$ cat src/rtl/led_pkg.sv
// Shared types and start patterns for the LED ring sequencer.
package led_pkg;

    typedef enum logic [1:0] {
        ModeRotL   = 2'd0,
        ModeRotR   = 2'd1,
        ModeBounce = 2'd2,
        ModeBlink  = 2'd3
    } mode_t;

    typedef enum logic [1:0] {
        StInit,
        StRun,
        StApply
    } state_t;

    typedef enum logic {
        DirLeft,
        DirRight
    } dir_t;

    localparam int unsigned RingW = 4;

    localparam logic [RingW-1:0] StartRotL   = 4'b0001;
    localparam logic [RingW-1:0] StartRotR   = 4'b1000;
    localparam logic [RingW-1:0] StartBounce = 4'b0001;
    localparam logic [RingW-1:0] StartBlink  = 4'b1111;

    function automatic logic [RingW-1:0] start_pattern(input mode_t m);
        case (m)
            ModeRotL:   return StartRotL;
            ModeRotR:   return StartRotR;
            ModeBounce: return StartBounce;
            ModeBlink:  return StartBlink;
            default:    return StartRotL;
        endcase
    endfunction

endpackage

$ cat src/rtl/led_prescaler.sv
// Programmable step tick: one-cycle pulse every TICK_DIV << rate enabled cycles.
module led_prescaler #(
    parameter int unsigned TICK_DIV = 1000000
) (
    input  logic       clk,
    input  logic       rst_n,
    input  logic       en,
    input  logic       clr,
    input  logic [1:0] rate,
    output logic       step
);

    // Sized for the longest period (rate 3) so the terminal count never overflows.
    localparam int unsigned CntW = $clog2(TICK_DIV * 8);

    logic [CntW-1:0] cnt_q;
    logic [CntW-1:0] term;

    assign term = CntW'((TICK_DIV << rate) - 1);
    assign step = en && (cnt_q == term);

    always_ff @(posedge clk or negedge rst_n) begin
        if (!rst_n) begin
            cnt_q <= '0;
        end else if (clr) begin
            cnt_q <= '0;
        end else if (en) begin
            cnt_q <= step ? '0 : cnt_q + 1'b1;
        end
    end

endmodule

$ cat src/rtl/led_pattern_ctrl.sv
// LED ring pattern sequencer: command handshake, mode FSM and pattern stepping.
module led_pattern_ctrl
    import led_pkg::*;
#(
    parameter int unsigned TICK_DIV = 1000000,
    parameter int unsigned N_LEDS   = 4
) (
    input  logic              clk,
    input  logic              rst_n,
    input  logic              cmd_valid,
    output logic              cmd_ready,
    input  logic [1:0]        cmd_mode,
    input  logic [1:0]        cmd_rate,
    input  logic              pause,
    output logic [N_LEDS-1:0] led,
    output logic              led_center
);

    localparam logic [N_LEDS-1:0] LedFirst = N_LEDS'(1);
    localparam logic [N_LEDS-1:0] LedLast  = N_LEDS'(1) << (N_LEDS - 1);

    state_t            state_q;
    mode_t             mode_q;
    logic [1:0]        rate_q;
    dir_t              dir_q;
    logic [N_LEDS-1:0] led_q;
    logic              ready_q;
    logic              center_q;

    logic              step;
    logic [N_LEDS-1:0] led_stepped;
    dir_t              dir_stepped;

    led_prescaler #(
        .TICK_DIV (TICK_DIV)
    ) u_prescaler (
        .clk   (clk),
        .rst_n (rst_n),
        .en    (state_q == StRun && !pause),
        .clr   (state_q != StRun),
        .rate  (rate_q),
        .step  (step)
    );

    always_comb begin
        led_stepped = led_q;
        dir_stepped = dir_q;
        case (mode_q)
            ModeRotL:  led_stepped = {led_q[N_LEDS-2:0], led_q[N_LEDS-1]};
            ModeRotR:  led_stepped = {led_q[0], led_q[N_LEDS-1:1]};
            ModeBounce: begin
                led_stepped = (dir_q == DirLeft) ? (led_q << 1) : (led_q >> 1);
                // Turn around on reaching an end so each end LED is lit for one step only.
                if (led_stepped == LedLast) begin
                    dir_stepped = DirRight;
                end else if (led_stepped == LedFirst) begin
                    dir_stepped = DirLeft;
                end
            end
            ModeBlink: led_stepped = ~led_q;
            default:   led_stepped = led_q;
        endcase
    end

    always_ff @(posedge clk or negedge rst_n) begin
        if (!rst_n) begin
            state_q  <= StInit;
            mode_q   <= ModeRotL;
            rate_q   <= 2'd0;
            dir_q    <= DirLeft;
            led_q    <= '0;
            ready_q  <= 1'b0;
            center_q <= 1'b0;
        end else begin
            center_q <= (state_q == StRun) && !pause;
            case (state_q)
                StInit: begin
                    led_q   <= N_LEDS'(start_pattern(mode_q));
                    dir_q   <= DirLeft;
                    ready_q <= 1'b1;
                    state_q <= StRun;
                end
                StRun: begin
                    // An accepted command pre-empts a coincident step.
                    if (cmd_valid && ready_q) begin
                        mode_q  <= mode_t'(cmd_mode);
                        rate_q  <= cmd_rate;
                        ready_q <= 1'b0;
                        state_q <= StApply;
                    end else if (step) begin
                        led_q <= led_stepped;
                        dir_q <= dir_stepped;
                    end
                end
                StApply: begin
                    led_q   <= N_LEDS'(start_pattern(mode_q));
                    dir_q   <= DirLeft;
                    ready_q <= 1'b1;
                    state_q <= StRun;
                end
                default: begin
                    ready_q <= 1'b0;
                    state_q <= StInit;
                end
            endcase
        end
    end

    assign led        = led_q;
    assign led_center = center_q;
    assign cmd_ready  = ready_q;

endmodule

$ cat config.mk
export PLATFORM = sky130hd
export DESIGN_NAME = led_pattern_ctrl
export DESIGN_NICKNAME = d
export VERILOG_FILES = /design/src/rtl/led_pkg.sv /design/src/rtl/led_prescaler.sv /design/src/rtl/led_pattern_ctrl.sv
export SDC_FILE = /design/constraint.sdc
export NUM_CORES = 1
export LEC_CHECK = 0
export ABC_AREA = 1
export CAP_MARGIN = 10
export CORE_MARGIN = 4
export CORE_UTILIZATION = 40
export DETAILED_ROUTE_END_ITERATION = 16
export GPL_ROUTABILITY_DRIVEN = 1
export GPL_TIMING_DRIVEN = 0
export MAX_ROUTING_LAYER = met4
export PLACE_DENSITY = 0.54
export SLEW_MARGIN = 25
export SYNTH_ARGS = -nofsm -noshare
export SYNTH_HDL_FRONTEND = slang
export SYNTH_SLANG_ARGS = --single-unit
$ cat constraint.sdc
create_clock -name clk -period 2 [get_ports clk]
set_input_delay 0.3 -clock clk [delete_from_list [all_inputs] [get_ports clk]]
set_output_delay 0.3 -clock clk [all_outputs]
set_load 0.1 [all_outputs]
Word level (Yosys, flattened, before mapping)

Cells that the tools add are included.

Input bits: 8
Logic and storage cells: 58
Flip-flop bits (word level): 36
Output and inout port bits: 6

Multiplexer cells: 19
Shift-type cells: 1
$add $sub $neg: 2
Reductions and logical operators: 13
Bitwise operators: 1
Equal/unequal tests: 14

Operator list:

| kind                  | number |
|---|---|
| $mux 23               | 3 |
| $add 23x1->23 const B | 1 |
| $eq 23x23->1          | 1 |
| $shl 20x2->23 const A | 1 |
| $sub 23x1->23 const B | 1 |
| $pmux 4 s4            | 1 |
| $mux 4                | 3 |
| $pmux 4 s3            | 1 |
| $ne 2x1->1 const B    | 4 |
| $pmux 4 s2            | 1 |
| $eq 2x2->1 const B    | 3 |
| $mux 1                | 6 |
| $reduce_and 5->1      | 1 |
| $eq 2x1->1 const B    | 2 |
| $eq 4x1->1 const B    | 1 |
| $eq 4x4->1 const B    | 1 |
| $logic_not 2->1       | 2 |
| $not 4->4             | 1 |
| $pmux 1 s2            | 2 |
| $pmux 2 s2            | 1 |
| $reduce_bool 2->1     | 2 |
| $reduce_or 2->1       | 2 |
| $logic_and 1x1->1     | 3 |
| $ne 3x1->1 const B    | 1 |
| other kinds (5)       | 5 |

Logic depth before layout (Yosys ltp)

Gate-level depths: netlist of the first run.

Depth in word-level cells: 8
Depth in mapped cells: 14
Depth with buffers taken out: 14

Modules after synthesis

A second synthesis of the first run with hierarchy kept.

Cell total of the unflattened synthesis: 441
Area total of the unflattened synthesis: 2825.2 µm²

By module, submodules not included:

| module           | times used | area an instance (µm²) | sequential area each (µm²) | cells an instance |
|---|---|---|---|---|
| led_prescaler    | 1          | 2139.6                 | 575.6                      | 346 |
| led_pattern_ctrl | 1          | 685.7                  | 325.3                      | 95 |

Worst setup path before layout of the first run

No wires, ideal clock.

Path kind: reg-to-reg
Start: register led_q[2] (netlist: led[2])
End: register dir_q
Data arrival time: 1834 ps
Stages on the path, launching flop included: 9
Setup slack: 50 ps
Path buffers: 0
Required time: 1883 ps
Cell sequence: dfrtp_1 -> inv_1 -> nor2_1 -> nand3_1 -> a211o_1 -> nand2_1 -> nand2_1 -> nand2_1 -> nand2_1

Cells in the longest elaborated chain, start to end: 7
Elaborated cells on any way between the ends: 10
Those cells by class: eq/ne (3); mux (6); reduce/logical (1)

Ends and longest elaborated chain:

| item                   | line                   | RTL |
|---|---|---|
| from (decl)            | led_pattern_ctrl.sv:26 | `logic [N_LEDS-1:0] led_q;` |
| from (signal assigned) | led_pattern_ctrl.sv:78 | `led_q <= N_LEDS'(start_pattern(mode_q));` |
| from (signal assigned) | led_pattern_ctrl.sv:91 | `led_q <= led_stepped;` |
| from (signal assigned) | led_pattern_ctrl.sv:96 | `led_q <= N_LEDS'(start_pattern(mode_q));` |
| $mux 4 *               | led_pattern_ctrl.sv:52 | `led_stepped = (dir_q == DirLeft) ? (led_q << 1) : (led_q >> 1);` |
| $eq 4x4->1             | led_pattern_ctrl.sv:54 | `if (led_stepped == LedLast) begin` |
| $mux 1                 | led_pattern_ctrl.sv:54 |  |
| $mux 1                 | led_pattern_ctrl.sv:48 | `case (mode_q)` |
| $mux 1                 | led_pattern_ctrl.sv:90 | `end else if (step) begin` |
| $mux 1                 | led_pattern_ctrl.sv:85 | `if (cmd_valid && ready_q) begin` |
| $pmux 1 s2             | led_pattern_ctrl.sv:76 | `case (state_q)` |
| to (signal assigned)   | led_pattern_ctrl.sv:79 | `dir_q <= DirLeft;` |
| to (signal assigned)   | led_pattern_ctrl.sv:92 | `dir_q <= dir_stepped;` |
| to (signal assigned)   | led_pattern_ctrl.sv:97 | `dir_q <= DirLeft;` |
| to (decl)              | led_pattern_ctrl.sv:25 | `dir_t dir_q;` |

Every way passes the cells marked *; elsewhere a longest branch is shown, timed or not. The select of a mux whose other input is x is not followed.
A chain may end at the register's enable or synchronous reset.

Final worst setup path of the first run

Start: register rate_q[1]
End: register u_prescaler.cnt_q[5]

Cells in the longest elaborated chain, start to end: 7

Ends and longest elaborated chain:

| item                   | line                   | RTL |
|---|---|---|
| from (decl)            | led_pattern_ctrl.sv:24 | `logic [1:0] rate_q;` |
| from (signal assigned) | led_pattern_ctrl.sv:87 | `rate_q <= cmd_rate;` |
| $shl 20x2->23          | led_prescaler.sv:19    | `assign term = CntW'((TICK_DIV << rate) - 1);` |
| $sub 23x1->23          | led_prescaler.sv:19    |  |
| $eq 23x23->1           | led_prescaler.sv:20    | `assign step = en && (cnt_q == term);` |
| $logic_and 1x1->1      | led_prescaler.sv:20    |  |
| $mux 23                | led_prescaler.sv:28    | `cnt_q <= step ? '0 : cnt_q + 1'b1;` |
| $mux 23                | led_prescaler.sv:27    | `end else if (en) begin` |
| $mux 23                | led_prescaler.sv:25    | `end else if (clr) begin` |
| to (signal assigned)   | led_prescaler.sv:28    |  |
| to (decl)              | led_prescaler.sv:16    | `logic [CntW-1:0] cnt_q;` |

Every way passes these cells. The select of a mux whose other input is x is not followed.

==> results of run 1 <==
sequential cells by signal (all words and copies together) (netlist names):
register,flops
cmd_ready,1
dir_q,1
led,4
led_center,1
mode_q,2
rate_q,2
state_q,2
u_prescaler.cnt_q,23
power breakdown:
group | total, mW | leakage (nW) | internal (mW) | switching [mW]
Combinational | 0.290 | 0.937 | 0.108 | 0.182
Clock | 0.492 | 0.0410 | 0.237 | 0.256
Sequential | 0.858 | 0.460 | 0.790 | 0.0674
Total | 1.64 | 1.44 | 1.14 | 0.505
cell type report:
class,count,share of cell area (%)
clock inverter,1,0.162
inverter,54,6.79
multi-input combinational,269,49.1
tap,75,3.03
timing repair buffer,23,8.04
buffer,5,1.41
sequential,36,29.2
clock buffer,6,2.34
cell families (layout without fill, tap and decap cells):
| group | after synthesis | count (layout) | synth area share, % |
|---|---|---|---|
| multiplexers | 1 | 1 | 0.394 |
| buffers and inverters | 59 | 89 | 9.30 |
| AND/OR/NAND/NOR | 209 | 210 | 37.5 |
| adder cells (fa/ha/maj) | 8 | 8 | 3.94 |
| AO/OA/AOI/OAI | 32 | 32 | 7.19 |
| flip-flops | 36 | 36 | 35.4 |
| XOR/XNOR | 18 | 18 | 6.20 |
worst max-delay path by stage:
stage	from	end	slack (ns)
3_5_place_dp	rate_q[1]$_DFFE_PN0P_	u_prescaler.cnt_q[12]$_DFFE_PN0P_	-0.29
6_report	rate_q[1]$_DFFE_PN0P_	u_prescaler.cnt_q[5]$_DFFE_PN0P_	0.04
3_3_place_gp	rst_n	u_prescaler.cnt_q[0]$_DFFE_PN0P_	-0.33
5_1_grt	rate_q[1]$_DFFE_PN0P_	u_prescaler.cnt_q[18]$_DFFE_PN0P_	-0.04
2_1_floorplan	led[2]$_DFFE_PN0P_	dir_q$_DFFE_PN0P_	0.05
4_1_cts	rate_q[0]$_DFFE_PN0P_	u_prescaler.cnt_q[12]$_DFFE_PN0P_	0.0004
routing by layer:
layer	vias to the layer above	global-route usage [%]	wire length, um
li1	1212	-	-
met1	1114	25.1	3200
met2	46	27.9	3180
met3	6	4.42	227
met4	0	5.44	61
met5	-	-	0
critical path: stages, from the launching register on:
cell       delay [ns]
dfrtp_2          0.46
buf_4            0.16
ha_2             0.18
nand2_1          0.06
inv_1            0.05
nor2_1           0.09
and3_1           0.17
nand2_1          0.07
nor2_1           0.13
nand2_2          0.14
nand2_8          0.13
clkbuf_16        0.15
nor2_1           0.04
metrics by stage:
stage	setup TNS, ns	util (%)	setup WS, ns	std cells	area [um2]
3_5_place_dp	-4.85	46.0	-0.288	452	2790
4_1_cts	0	48.4	0.000395	463	2930
3_3_place_gp	-17.48	45.6	-0.334	451	2770
2_1_floorplan	0	-	0.0497	363	2540
5_1_grt	-0.624	51.1	-0.0450	469	3100
6_report	0	51.1	0.0427	469	3100
what timing repair did:
| item | 4_1_cts | 5_1_grt |
|---|---|---|
| endpoints found under the hold margin | 16 | 0 |
| hold buffers | 1 | 0 |
| setup buffers | 3 | 4 |
| pin swaps | 2 | 8 |
| gates cloned | 0 | 2 |
| endpoints found under the setup margin | 34 | 26 |
| resized for setup | 15 | 26 |
Yosys cell counts (all sizes together):
master and instances:
nand4 9, nand2 100, o21ai 16, buf 5
xnor2 5, nand3b 2, a21oi 8, ha 8
xor2 13, o211ai 1, nor2 58, a211o 1
mux2i 1, or2 1, dfrtp 36, nand3 17
and3 1, o21a 1, nor3 19, o22ai 2
o221ai 3, inv 54, nor4 1, nor2b 1
==> out/metrics.yaml, run 1 <==
run_status:
  status: "finished, final reports clean"
floorplan:
  fp.dieW_um: 87.7
  rows: 28
  die_area_mm2: 0.00770
  die_y_um: 87.7
  initial_core_util_pct: 41.9
  design.core.area_mm2: 0.00606
  io_pins: 14
finish:
  drive_above_1_share_pct: 15.7
  multiInputGateArea_mm2: 0.00152
  final_cell_mix: "94 x nand2_1, 49 x nor2_1, 48 x inv_1"
  fillers: 606
  antenna_cells: 0
  layout_commonest_cell: "nand2_1"
  fin_nets: 410
  syn2layout_area_growth_pct: 21.9
  regArea_um2: 903
setup_path:
  r2r-start: "rate_q[1]$_DFFE_PN0P_"
  end_kind: "register"
  rrSetupSlack_ns: 0.04
  r2r-end: "u_prescaler.cnt_q[5]$_DFFE_PN0P_"
  setup.worst_path.class: "register to register"
  reg2regPathDepth: 12
  critPathMaxFanout: 5
  start_kind: "register"
  cp.arrival_ns: 2.13
  worstPathRequired_ns: 2.17
sta:
  post-route-period-util_pct: 97.9
  rsz0062_at_grt: "yes"
  worst_slew_pin_slew_ns: 0.956
  setup_viol: 0
  max_freq_ghz: 0.511
  fin_hold_ws_ns: 0.495
  slew_headroom_pct: 36.5
  finalHoldViolations: 0
  fin_crit_ns: 1.96
  skew_ns: 0.00735
  final_max_slew_viol_count: 0
clock_tree:
  cts-root-buf: "clkbuf_8"
  cts_made_buffers: 5
  cts.sinks: 36
  clockBufferDepth: 2
  cts_tree: "built"
  cts_max_level: 2
  path_clk_slew_ns: 0.07
  clk_latency_ns: 0.29
placement:
  gp_congestion: 0.880
  dp_hpwl_um: 4810
  io_buffer_count: 13
worst_hold_path:
  hp-class: "primary input to asynchronous set/reset pin"
yosys:
  syn_area_mm2: 0.00254
  ys_ff_latch: 36
  synth_area_per_cell_um2: 7.00
  yosysUniqueCellTypes: 33
  synth_nets: 379
  syn_inst: 363
  yosysWarningCount: 0
  synth_top_cell_by_area: "dfrtp_1"
  ys_top_cells_by_area: "dfrtp_1 35%, nand2_1 14%, nor2_1 8.0%, inv_1 7.5%, xor2_1 4.5%"
  yosysSeqAreaShare_pct: 35.4
  synth_top_area_share_pct: 35.4
global_routing:
  grt_pass1_vias: 2171
  antenna_found_initial: 0
  grt_overflow: 0
  grt_max_degree: 21
  grt_pass1_wl_um: 10700
  grt_util_all_layers_pct: 18.7
drt:
  route.vias.total: 2378
  drc: 0
  drt_iter0_markers: 116
  routed_via_density: 5.07
  wire_per_inst_um: 14.2
  wl_um: 6680
  ant_nets: 0
  drtPass1Iterations: 4
power_and_ir_drop:
  peakVddDrop_mv: 0.390
  p_per_area_mw_per_mm2: 529
  p_leak_nw: 1.44
  total_power_mw: 1.64
job:
  drv_cap: 0
(Power assumes the default switching activity.)
==> run 2: changes to the inputs <==
--- a/config.mk
+++ b/config.mk
@@ -5,7 +5,7 @@
 export SDC_FILE = /design/constraint.sdc
 export NUM_CORES = 1
 export LEC_CHECK = 0
-export ABC_AREA = 1
+export ABC_AREA = 0
 export CAP_MARGIN = 10
 export CORE_MARGIN = 4
 export CORE_UTILIZATION = 40
@@ -13,8 +13,7 @@
 export GPL_ROUTABILITY_DRIVEN = 1
 export GPL_TIMING_DRIVEN = 0
 export MAX_ROUTING_LAYER = met4
-export PLACE_DENSITY = 0.54
-export SLEW_MARGIN = 25
+export PLACE_DENSITY = 0.55
 export SYNTH_ARGS = -nofsm -noshare
 export SYNTH_HDL_FRONTEND = slang
 export SYNTH_SLANG_ARGS = --single-unit
==> run 2 against run 1 <==
Effect of this change:
- power is 100% higher
- synthesized cell count is 33% lower
- combinational power rose to 6.0 times the previous value
- die area down 11%
- hold slack lost 0.38 ns
- global-route usage fell by 1.9 points
- critical path depth decreased by 4
- the flow now finishes with violations (negative setup slack)
- fmax down 18%
==> out/metrics.yaml, run 2 <==
finish:
  drive_above_1_share_pct: 15.5
  fin_nets: 286
  stdcell_count: 341
  antenna_cells: 0
  largest_reg_flops: 23
  layout_commonest_cell: "dfrtp_1"
  syn2layout_area_growth_pct: 20.4
  top_register: "u_prescaler.cnt_q"
  final_cell_mix: "32 x dfrtp_1, 31 x nor2_1, 29 x nand2_1"
drt:
  wl_um: 5020
  route.vias.total: 1843
  routed_via_density: 5.40
  drt_iter0_markers: 107
  drtPass1Iterations: 4
  wire_per_inst_um: 14.7
  drc: 0
  ant_nets: 0
global_routing:
  grt_max_degree: 37
  grt_util_all_layers_pct: 16.7
  grt_overflow: 0
  grt_pass1_vias: 1708
  grt_pass1_wl_um: 8460
  antenna_found_initial: 0
yosys:
  yosysWarningCount: 0
  yosysUniqueCellTypes: 47
  syn_area_mm2: 0.00224
  ys_top_cells_by_area: "dfrtp_1 40%, xor2_1 5.9%, nor2_1 5.2%, nand2_1 4.9%, xnor2_1 4.7%"
  synth-edff-count: 0
  ys.flop_type: "dfrtp_1"
  synth_nets: 260
  synth_common_cells: "36 x dfrtp_1, 31 x nor2_1, 29 x nand2_1"
  synth_top_area_share_pct: 40.3
  synth_most_common_cell: "dfrtp_1"
  syn_inst: 244
  ys_ff_latch: 36
  synth_top_cell_by_area: "dfrtp_1"
  yosysSeqAreaShare_pct: 40.3
  synth_area_per_cell_um2: 9.16
  async_reset_ff_share_pct: 100
sta:
  slew_headroom_pct: 36.3
  setup_viol: 28
  max_freq_ghz: 0.418
  worst_slew_pin_slew_ns: 0.960
  rsz0062_at_grt: "yes"
  worst_slack_ns: -0.392
  post-route-period-util_pct: 120
  finalHoldViolations: 0
  skew_ns: 0.00587
  finalSetupTns_ns: -8.07
  final_max_slew_viol_count: 0
  fin_crit_ns: 2.39
clock_tree:
  cts.sinks: 36
  cts_max_level: 2
  path_clk_slew_ns: 0.08
  postCtsHoldBufs: 0
  cts_made_buffers: 5
  clockBufferDepth: 2
  clk_latency_ns: 0.29
  cts-root-buf: "clkbuf_8"
  cts_tree: "built"
power_and_ir_drop:
  peakVddDrop_mv: 0.546
  p_leak_nw: 1.09
  p_per_area_mw_per_mm2: 1250
run_status:
  violations: "negative setup slack"
  status: "finished, violations left"
setup_path:
  cp_num_buf_inv: 1
  setup.worst_path.class: "register to register"
  cp_cell_sequence: "inv_2, ha_4, or3_4, a22oi_2, o2111ai_4, nor3_4, mux2i_1, mux2i_1"
  start_kind: "register"
  r2r-start: "rate_q[0]$_DFFE_PN0P_"
  slowest_stage: "dfrtp_1"
  crit_top_cell: "mux2i_1"
  r2r-end: "led[2]$_DFFE_PN0P_"
  crit_path_max_incr_delay_ns: 0.44
  rrSetupSlack_ns: -0.39
  crit_family: "simple AND/OR/NAND/NOR gates"
  cp.arrival_ns: 2.55
  worstPathRequired_ns: 2.15
  end_kind: "register"
  critPathMaxFanout: 5
  reg2regPathDepth: 8
floorplan:
  die_y_um: 82.8
  io_pins: 14
  fp.dieW_um: 82.8
  design.core.area_mm2: 0.00527
  rows: 26
  die_area_mm2: 0.00685
  initial_core_util_pct: 42.4
placement:
  io_buffer_count: 13
  gp_congestion: 0.890
  dpl.cell_count: 327
  dp_hpwl_um: 3510
job:
  drv_cap: 0
worst_hold_path:
  hp-class: "primary input to asynchronous set/reset pin"
run 2: timing repair:
action / CTS / global route
endpoints found under the setup margin: 34 / 28
setup buffers: 2 / 3
gates resized for setup: 17 / 5
pin swaps: 3 / 6
gates cloned: 1 / 0
run 2: final cells by class:
type / instances / area (um2)
Tap cell: 70 / 87.6
Multi-Input combinational cell: 191 / 1340
Inverter: 11 / 43.8
Sequential cell: 36 / 906
Timing Repair Buffer: 19 / 166
Clock buffer: 8 / 100
Buffer: 6 / 45.0
Fill cell: 518 / 2580
run 2: report_power, final:
group	switching [mW]	internal (mW)	leakage [nW]	total, mW
sequential	0.164	0.867	0.473	1.03
combinational	1.10	0.637	0.564	1.74
clock	0.272	0.315	0.0515	0.587
run 2: worst max path at each step:
stage / from / endpoint / slack, ns / cells after the start
6_report: rate_q[0]$_DFFE_PN0P_ / led[2]$_DFFE_PN0P_ / -0.39 / 8
4_1_cts: rate_q[0]$_DFFE_PN0P_ / led[0]$_DFFE_PN0P_ / -0.37 / 8
3_5_place_dp: rate_q[1]$_DFFE_PN0P_ / led[3]$_DFFE_PN0P_ / -0.36 / 7
3_3_place_gp: rst_n / led[1]$_DFFE_PN0P_ / -0.39 / 1
2_1_floorplan: rate_q[0]$_DFFE_PN0P_ / led[0]$_DFFE_PN0P_ / -0.13 / 8
5_1_grt: rate_q[0]$_DFFE_PN0P_ / led[0]$_DFFE_PN0P_ / -0.51 / 8
run 2: per-stage QoR:
stage	setup slack [ns]	power [mW]	area, um2	hold slack, ns	util, %
after floorplan	-0.129	2.23	2270	0.00441	-
after global placement	-0.392	2.62	2490	0.495	47.3
after detailed placement	-0.361	2.60	2490	0.447	47.2
after CTS	-0.370	3.28	2640	0.137	50.1
after global routing	-0.508	3.59	2690	0.182	51.1
final	-0.392	3.36	2690	0.112	51.1
run 2: worst reg2reg max path, delay by kind of cell (launching register included):
kind,cells,cell delay [ns]
adder cells (fa/ha/maj),1,0.19
flip-flops,1,0.44
AO/OA/AOI/OAI,2,0.50
buffers and inverters,1,0.11
multiplexers,2,0.31
AND/OR/NAND/NOR,2,0.71
run 2: cells by family after synthesis:
logic type                 Yosys count  synth area share, %
AOI/OAI and AO/OA                   37                 12.6
xor gates and xnor gates            27                 10.6
adders and majority gates            8                 4.48
buffers and inverters               17                 3.30
DFF                                 36                 40.3
muxes                                6                 2.69
and+or+nand+nor                    113                 26.1
run 2: routing by layer:
layer | up-vias | GRT usage, % | part of all wire (%)
met5 | - | - | 0
met4 | 0 | 4.08 | 0.80
met3 | 5 | 4.01 | 6.0
met2 | 50 | 24.6 | 43
met1 | 878 | 23.3 | 51
li1 | 910 | - | -
==> run 3: changes to the inputs <==
--- a/config.mk
+++ b/config.mk
@@ -7,13 +7,12 @@
 export LEC_CHECK = 0
 export ABC_AREA = 0
 export CAP_MARGIN = 10
-export CORE_MARGIN = 4
 export CORE_UTILIZATION = 40
 export DETAILED_ROUTE_END_ITERATION = 16
 export GPL_ROUTABILITY_DRIVEN = 1
 export GPL_TIMING_DRIVEN = 0
 export MAX_ROUTING_LAYER = met4
-export PLACE_DENSITY = 0.55
+export PLACE_DENSITY = 0.64
 export SYNTH_ARGS = -nofsm -noshare
 export SYNTH_HDL_FRONTEND = slang
 export SYNTH_SLANG_ARGS = --single-unit
==> run 3 against run 2 <==
Effect of this change:
- count of clock-buffer cells in the layout fell by 1
- power up 6.8%
- final cell count is 2.9% higher
- first-iteration DRC count shrank 11%
- the flow still finishes with violations (negative setup slack)
- highest routed layer unchanged
- critical endpoint is now led[3]$_DFFE_PN0P_
- via count up 3.3%
- critical path type unchanged
- fmax fell by 0.89%
- core utilization grew 3.7 points
==> out/metrics.yaml, run 3 (synthesized netlist as in run 2, its figures left out) <==
floorplan:
  die_y_um: 76.8
  initial_core_util_pct: 42.7
  rows: 26
  design.core.area_mm2: 0.00524
  io_pins: 14
  die_area_mm2: 0.00589
  fp.dieW_um: 76.8
setup_path:
  slowest_stage: "dfrtp_2"
  critPathMaxFanout: 6
  setup.worst_path.class: "register to register"
  critPathLaunch: "rate_q[1]$_DFFE_PN0P_"
  cp_cell_sequence: "buf_6, ha_4, buf_4, and3b_2, and4_4, o2111ai_4, nor3_4, buf_4, mux2i_1, a22oi_1"
  crit_path_end: "led[3]$_DFFE_PN0P_"
  cp_num_buf_inv: 3
  rrSetupSlack_ns: -0.41
  end_kind: "register"
  reg2regPathDepth: 10
  crit_top_cell: "buf_4"
  r2r-start: "rate_q[1]$_DFFE_PN0P_"
  critical_path_depth: 10
  crit_family: "simple AND/OR/NAND/NOR gates"
  r2r-end: "led[3]$_DFFE_PN0P_"
  cp.arrival_ns: 2.57
  crit_path_max_incr_delay_ns: 0.47
  start_kind: "register"
  worstPathRequired_ns: 2.15
finish:
  antenna_cells: 0
  layout_commonest_cell: "dfrtp_1"
  stdcell_count: 351
  fin_nets: 296
  final_cell_mix: "32 x dfrtp_1, 29 x nand2_1, 16 x nor2_1"
  drive_above_1_share_pct: 25.6
  largest_reg_flops: 23
  syn2layout_area_growth_pct: 28.3
  fillers: 465
  top_register: "u_prescaler.cnt_q"
drt:
  drc: 0
  wl_um: 5310
  wire_per_inst_um: 15.1
  ant_nets: 0
  route.vias.total: 1904
  routed_via_density: 5.42
  drt_iter0_markers: 95
  drtPass1Iterations: 4
clock_tree:
  clk_latency_ns: 0.30
  cts_made_buffers: 5
  cts.sinks: 36
  postCtsHoldBufs: 0
  clockBufferDepth: 2
  cts_tree: "built"
  cts_max_level: 2
  cts-root-buf: "clkbuf_8"
  path_clk_slew_ns: 0.08
global_routing:
  grt_max_degree: 37
  grt_util_all_layers_pct: 19.5
  antenna_found_initial: 0
  grt_pass1_wl_um: 8700
  grt_pass1_vias: 1795
  grt_overflow: 0
sta:
  fin_hold_ws_ns: 0.102
  finalHoldViolations: 0
  slew_headroom_pct: 36.5
  setup_viol: 28
  fin_crit_ns: 2.41
  skew_ns: 0.0153
  post-route-period-util_pct: 121
  worst_slew_pin_slew_ns: 0.956
  max_freq_ghz: 0.414
  worst_slack_ns: -0.413
  rsz0062_at_grt: "yes"
  final_max_slew_viol_count: 0
run_status:
  violations: "negative setup slack"
  status: "finished, violations left"
placement:
  gp_congestion: 0.960
  dp_hpwl_um: 3380
  io_buffer_count: 13
  dpl.cell_count: 327
  pre_cts_ws_ns: -0.469
power_and_ir_drop:
  total_power_mw: 3.58
  p_leak_nw: 1.12
  peakVddDrop_mv: 0.578
  p_per_area_mw_per_mm2: 1250
worst_hold_path:
  hp-class: "primary input to asynchronous set/reset pin"
job:
  drv_cap: 0
-- run 3: cell types whose count changed in the layout (fill, tap and decap cells not counted), sizes merged --
cell | previous run | this run
buf | 10 | 20
clkbuf | 11 | 10
clkinv | 0 | 1
-- run 3: worst min path at each step --
| stage | start | endpoint | slack (ns) | depth (start not counted) |
|---|---|---|---|---|
| floorplan | rst_n | cmd_ready$_DFFE_PN0P_ | 0.004 | 0 |
| global placement | u_prescaler.cnt_q[1]$_DFFE_PN0P_ | u_prescaler.cnt_q[1]$_DFFE_PN0P_ | 0.50 | 2 |
| detailed placement | rst_n | u_prescaler.cnt_q[9]$_DFFE_PN0P_ | 0.45 | 1 |
| CTS | rst_n | state_q[0]$_DFFE_PN0P_ | 0.12 | 1 |
| global route | rst_n | u_prescaler.cnt_q[18]$_DFFE_PN0P_ | 0.18 | 1 |
| finish | rst_n | u_prescaler.cnt_q[11]$_DFFE_PN0P_ | 0.10 | 1 |
-- run 3: per-stage QoR --
stage / instance area (um2) / utilization, % / TNS (ns)
6_report: 2870 / 54.8 / -9.88
5_1_grt: 2870 / 54.8 / -12.63
3_5_place_dp: 2490 / 47.5 / -10.03
2_1_floorplan: 2270 / - / -0.588
3_3_place_gp: 2490 / 47.6 / -18.12
4_1_cts: 2690 / 51.3 / -8.25
-- run 3: routing by layer --
| metal | routed length [um] | share of wire, % | GRT usage [%] |
|---|---|---|---|
| met5 | 0 | 0 | - |
| met4 | 87 | 1.6 | 6.54 |
| met3 | 215 | 4.0 | 5.36 |
| met2 | 2470 | 47 | 28.1 |
| met1 | 2530 | 48 | 26.3 |
-- run 3: area by class of cell --
cell class                 count  area [um2]  share of cell area (%)
multi-input combinational    191        1450                    50.5
clock buffer                   7        76.3                    2.66
sequential                    36         906                    31.6
inverter                      11        43.8                    1.53
tap                           70        87.6                    3.05
clock inverter                 1        5.00                   0.175
buffer                         6        45.0                    1.57
timing repair buffer          29         256                    8.94
-- run 3: what timing repair did --
item	in CTS	in global routing
pin swaps	8	18
buffers inserted	10	5
resized for setup	19	39
endpoints found under the setup margin	34	28
gates cloned	0	2
-- run 3: report_power, final --
group / internal [mW] / leakage (nW) / switching [mW] / total [mW]
combinational: 0.790 / 0.603 / 1.26 / 2.05
sequential: 0.867 / 0.473 / 0.164 / 1.03
clock: 0.244 / 0.0422 / 0.260 / 0.505
total: 1.90 / 1.12 / 1.68 / 3.58
